==> src/rtl/clk_div_pkg.sv <==
// Shared constants and helpers for the programmable clock divider.
// Divisor clamping and half-period math live here so every stage agrees.
package clk_div_pkg;

  localparam int CNT_W_DEF = 8;
  localparam int MIN_DIV   = 2;

  function automatic int clamp_div(input int d);
    return (d < MIN_DIV) ? MIN_DIV : d;
  endfunction

  function automatic int half_period(input int d);
    return d[0] ? (d - 1) / 2 : d / 2;
  endfunction

endpackage

==> src/rtl/clk_div_neg_stage.sv <==
// Negedge retimer: half-cycle delayed copy of the posedge phase.
// Kept alone so the only falling-edge flop is easy to constrain.
module clk_div_neg_stage (
  input  logic clk,
  input  logic rst,
  input  logic d,
  output logic q
);

  // sample the posedge phase on the falling edge
  always_ff @(negedge clk) begin
    if (rst) q <= 1'b0;
    else     q <= d;
  end

endmodule

==> src/rtl/clk_div_n.sv <==
// Runtime-programmable 50% duty integer clock divider.
// Divisor changes and enable parking only take effect at period ends.
module clk_div_n
  import clk_div_pkg::*;
#(
  parameter int CNT_W       = CNT_W_DEF,
  parameter int DEFAULT_DIV = 3
) (
  input  logic             clk,
  input  logic             rst,
  input  logic             en,
  input  logic [CNT_W-1:0] div_val,
  input  logic             div_load,
  output logic             clkout,
  output logic             tick,
  output logic [CNT_W-1:0] div_active,
  output logic             pend
);

  localparam logic [CNT_W-1:0] DEF_D = CNT_W'(DEFAULT_DIV);
  localparam logic [CNT_W-1:0] ONE   = CNT_W'(1);

  logic [CNT_W-1:0] cnt;
  logic [CNT_W-1:0] cnt_inc;
  logic [CNT_W-1:0] pend_val;
  logic [CNT_W-1:0] new_d;
  logic [CNT_W-1:0] half_act;
  logic [CNT_W-1:0] half_new;
  logic [CNT_W-1:0] load_d;
  logic             p_q;
  logic             n_q;
  logic             odd_q;
  logic             parked;
  logic             boundary;
  logic             start;

  assign cnt_inc  = cnt + ONE;
  assign boundary = !parked && (cnt == div_active - ONE);
  assign start    = en && (boundary || parked);
  assign new_d    = pend ? pend_val : div_active;
  assign half_act = CNT_W'(half_period(int'(div_active)));
  assign half_new = CNT_W'(half_period(int'(new_d)));
  assign load_d   = CNT_W'(clamp_div(int'(div_val)));

  // period counter, posedge phase, parking and divisor hand-over
  always_ff @(posedge clk) begin
    if (rst) begin
      cnt        <= '0;
      p_q        <= 1'b0;
      tick       <= 1'b0;
      parked     <= 1'b0;
      div_active <= DEF_D;
      odd_q      <= DEF_D[0];
      pend       <= 1'b0;
      pend_val   <= DEF_D;
    end else begin
      if (start) begin
        cnt        <= '0;
        tick       <= 1'b1;
        p_q        <= (half_new != '0);
        parked     <= 1'b0;
        div_active <= new_d;
        odd_q      <= new_d[0];
      end else if (boundary || parked) begin
        cnt    <= '0;
        tick   <= 1'b0;
        p_q    <= 1'b0;
        parked <= 1'b1;
      end else begin
        cnt  <= cnt_inc;
        tick <= 1'b0;
        p_q  <= (cnt_inc < half_act);
      end
      if (div_load) begin
        pend     <= 1'b1;
        pend_val <= load_d;
      end else if (start) begin
        pend <= 1'b0;
      end
    end
  end

  clk_div_neg_stage u_neg (
    .clk (clk),
    .rst (rst),
    .d   (p_q),
    .q   (n_q)
  );

  assign clkout = odd_q ? (p_q | n_q) : p_q;

endmodule
==> config.mk <==
export PLATFORM = sky130hd
export DESIGN_NAME = clk_div_n
export DESIGN_NICKNAME = d
export VERILOG_FILES = /design/src/rtl/clk_div_pkg.sv /design/src/rtl/clk_div_neg_stage.sv /design/src/rtl/clk_div_n.sv
export SDC_FILE = /design/constraint.sdc
export NUM_CORES = 1
export LEC_CHECK = 0
export CAP_MARGIN = 20
export CORE_MARGIN = 2
export CORE_UTILIZATION = 51
export DETAILED_ROUTE_END_ITERATION = 10
export PLACE_DENSITY = 0.76
export SYNTH_ARGS = -nofsm -noshare
export SYNTH_HDL_FRONTEND = slang
export SYNTH_SLANG_ARGS = --single-unit
export TNS_END_PERCENT = 30
==> constraint.sdc <==
create_clock -name clk -period 3.35 [get_ports clk]
set_input_delay 0.67 -clock clk [delete_from_list [all_inputs] [get_ports clk]]
set_output_delay 0.67 -clock clk [all_outputs]
set_load 0.02 [all_outputs]
# == Yosys cells after proc, flatten, opt, wreduce, memory -nomap -nowiden ==
# Cells that the tools add are included.
# op_classes
muxes,10
addsub,6
bitwise,3
order_cmp,2
reduce_logical,8
eq_ne,1
# op_table
cell,n
two-way mux 8 bit,4
"subtractor 8 x 1 -> 9 bit, second input constant",2
adder 8 x 1 -> 8 bit,2
"adder 8 x 1 -> 8 bit, second input constant",1
equality test 8 bit,1
"< comparator 8 x 2 -> 1 bit, second input constant",1
< comparator 8 bit,1
nonzero test 8 bit,1
"subtractor 8 x 1 -> 8 bit, second input constant",1
two-way mux 1 bit,6
OR reduction 3 bit,1
bitwise AND 1 bit,2
logical AND 1 bit,2
nonzero test 2 bit,1
OR reduction 2 bit,1
zero test 1 bit,1
logical OR 1 bit,1
bitwise OR 1 bit,1
# totals
word_cells,39
input_bits,12
reg_bits,30

# == Depth between registers and ports, before layout ==
# depth
word_depth,7
mapped_depth,18
ltp_nobuf,16

# == Hierarchy ==
# A second synthesis with hierarchy kept.
# hier_totals
hier_cells,266
hier_area_um2,2204.6
# by_module_without_submodules
mod,instances,cells_per_inst,area_each_um2,seq_area_each_um2
clk_div_n,1,263,2167.1,560.5
clk_div_neg_stage,1,3,37.5,20.0

==> results.toml <==
[run_status]
outcome = "finished, final reports clean"

[grt]
grt-ovfl-total = 0
grt_use_total_pct = 23.1
antenna_found_initial = 0
grt_pass1_vias = 1671
grt_pass1_wl_um = 8030
grt_max_degree = 18

[clocking]
cts_setup_buffers = 0
clockRootBuffer = "clkbuf_8"
numCtsBuffers = 5
cts_htree_levels = 2
worstSkewPairLatency_ps = 340
path_clk_slew_ps = 60
cts_sinks = 29
cts_tree = "done"
cts.path.max_buffers = 2
cts_hold_buffers = 0

[sta]
skew_ps = 51.1
worst_pin_slew_ps = 848
rsz0062_at_grt = "false"
hold_viol = 0
fin_tns_setup_ps = 0
final-setup-viol-count = 0
final-max-slew-violation-count = 0
whs_ps = 478
maxSlewHeadroom_pct = 42.7

[worst_setup_path]
crit_family = "flip-flops"
crit_fanout = 1
critPathLaunchType = "flip-flop"
crit_path_end_kind = "output port"
path_buf_inv = 1
worstPathCellList = "a21o_1, buf_2"
critPathArrivalTime_ps = 2610
crit_type = "flip-flop to output port"
required_ps = 2680
slowest_stage = "dfxtp_1"
critPathMaxStageDelay_ps = 290

[drt]
finalWirelength_um = 4800
vias = 1860
vias_per_cell = 5.76
drc = 0
drt-wirelength-per-cell_um = 14.9
drt_first_iter_violations = 121
drt_first_pass_iters = 4
ant_nets = 0

[floorplanning]
core_um2 = 4030
start_util_pct = 53.3
dieArea_um2 = 4750
die_y_um = 68.9
row_count = 23
io_pins = 23
fp.dieW_um = 68.9

[finish]
final_common_cell = "dfxtp_1"
nets = 297
layout-drive-gt1-share_pct = 13.2
post-route-util_pct = 61.6
n_antenna_cell = 0
final.fill_count = 371
final_cell_mix = "dfxtp_1, clkdlybuf4s50_1, nand2_1"
area_growth_pct = 15.5

[logic_synthesis]
yosysSeqAreaShare_pct = 27.0
syn_inst = 251
synthFlopType = "dfxtp_1"
synth.largest_area_cell = "dfxtp_1"
ys_async_sr_fraction_pct = 0
synth_area_um2 = 2150
synth-edff-count = 0
synth_cell_type_count = 51
ys_top_cells_by_area = "dfxtp_1, ha_1, xnor2_1"
synth_fp_nets = 276
yosysWarningCount = 0
synth_seq_cells = 29
synth_top_area_share_pct = 27.0
syn_area_per_cell_um2 = 8.55

[place]
portBuffers = 22
dpl.hpwl_um = 3560
routabilityCongestion = 0.915

[power]
leakagePower_nw = 1.01
power.density_nw_per_um2 = 634
power.total_mw = 1.57
ir_drop_mv = 0.463

[flow_run]
cap_violations = 0

[worst_hold_path]
hold_path_class = "flip-flop to flip-flop"
-- where the power goes --
part	switching (mW)	internal, mW	leakage (nW)
combinational	0.453	0.381	0.732
sequential	0.0547	0.403	0.237
clock	0.131	0.149	0.0448
-- cells in the mapped netlist, types with 2 or more instances --
cell and count:
a211oi_2 3, inv_1 9, o211ai_1 6, nor4_1 5, mux2i_1 13, nor3_1 5, xor2_1 9, or2_2 2
nor2_1 20, and2_1 3, nor2_2 3, buf_6 5, or3_1 2, a21oi_1 5, and3_1 9, nand2_1 20
clkbuf_1 9, xnor2_1 16, o21ai_0 10, a21boi_0 4, a41o_1 3, a211oi_1 3, nor3b_1 3, buf_1 4
a31oi_1 3, ha_1 13, mux2_2 3, nand2b_1 4, nand3_1 5, dfxtp_1 29, o21a_1 2, nor2b_1 2
-- area by class of cell --
cell class	instances	area, µm²	share of cell area, %
multi-input cells	193	1420	57.2
flip-flops and latches	29	581	23.4
repair buffers	34	305	12.3
clock buffers	8	80.1	3.23
well taps	50	62.6	2.52
inverters	8	30.0	1.21
clock inverters	1	3.75	0.151
-- metal layers --
metal	GRT usage, %	routed length [µm]
met5	0	0
met4	11.0	99
met3	4.22	258
met2	37.4	2330
met1	29.7	2110
-- flip-flops by register name (all words and copies together), names as in the netlist --
| name | count |
|---|---|
| pend_val | 8 |
| div_active | 8 |
| p_q | 1 |
| u_neg.q | 1 |
| cnt | 8 |
| parked | 1 |
| tick | 1 |
| pend | 1 |
-- stage by stage --
| step | instance area, µm² | setup WS (ps) | std cells |
|---|---|---|---|
| CTS | 2460 | 60.6 | 323 |
| finish | 2480 | 71.0 | 323 |
| global route | 2480 | 11.0 | 323 |
| global placement | 2390 | 30.7 | 315 |
| detailed placement | 2390 | 13.2 | 315 |
| floorplan | 2150 | 41.9 | 251 |
-- final timing paths --
| path | startpoint | to | slack [ps] | cells after the start |
|---|---|---|---|---|
| worst max-delay path | u_neg.q | clkout | 70 | 2 |
| worst min register to register | pend_val[0] | pend_val[0] | 480 | 2 |
| worst max register to register | div_active[1] | p_q | 280 | 16 |
| worst min-delay path | pend_val[0] | pend_val[0] | 480 | 2 |
-- worst min-delay path, stage by stage (launching register included) --
cell and delay [ps]:
dfxtp_1 320, a21oi_1 60, o21ai_0 60
-- logic make-up (layout without fill, tap and decap cells) --
logic type | count (synthesis) | after routing | share of synthesized area, %
flip-flops | 29 | 29 | 27.0
XOR/XNOR | 26 | 26 | 11.3
buffers and inverters | 29 | 51 | 7.75
multiplexers | 16 | 16 | 7.63
AND/OR/NAND/NOR | 87 | 87 | 20.7
AO/OA/AOI/OAI | 51 | 51 | 17.9
adder cells (fa/ha/maj) | 13 | 13 | 7.58
-- repair_timing --
action / CTS / global route
gates resized for setup: 4 / 5
cloned: 0 / 0
setup endpoints to repair: 1 / 1
pin swaps: 0 / 1
(Power assumes the default switching activity.)
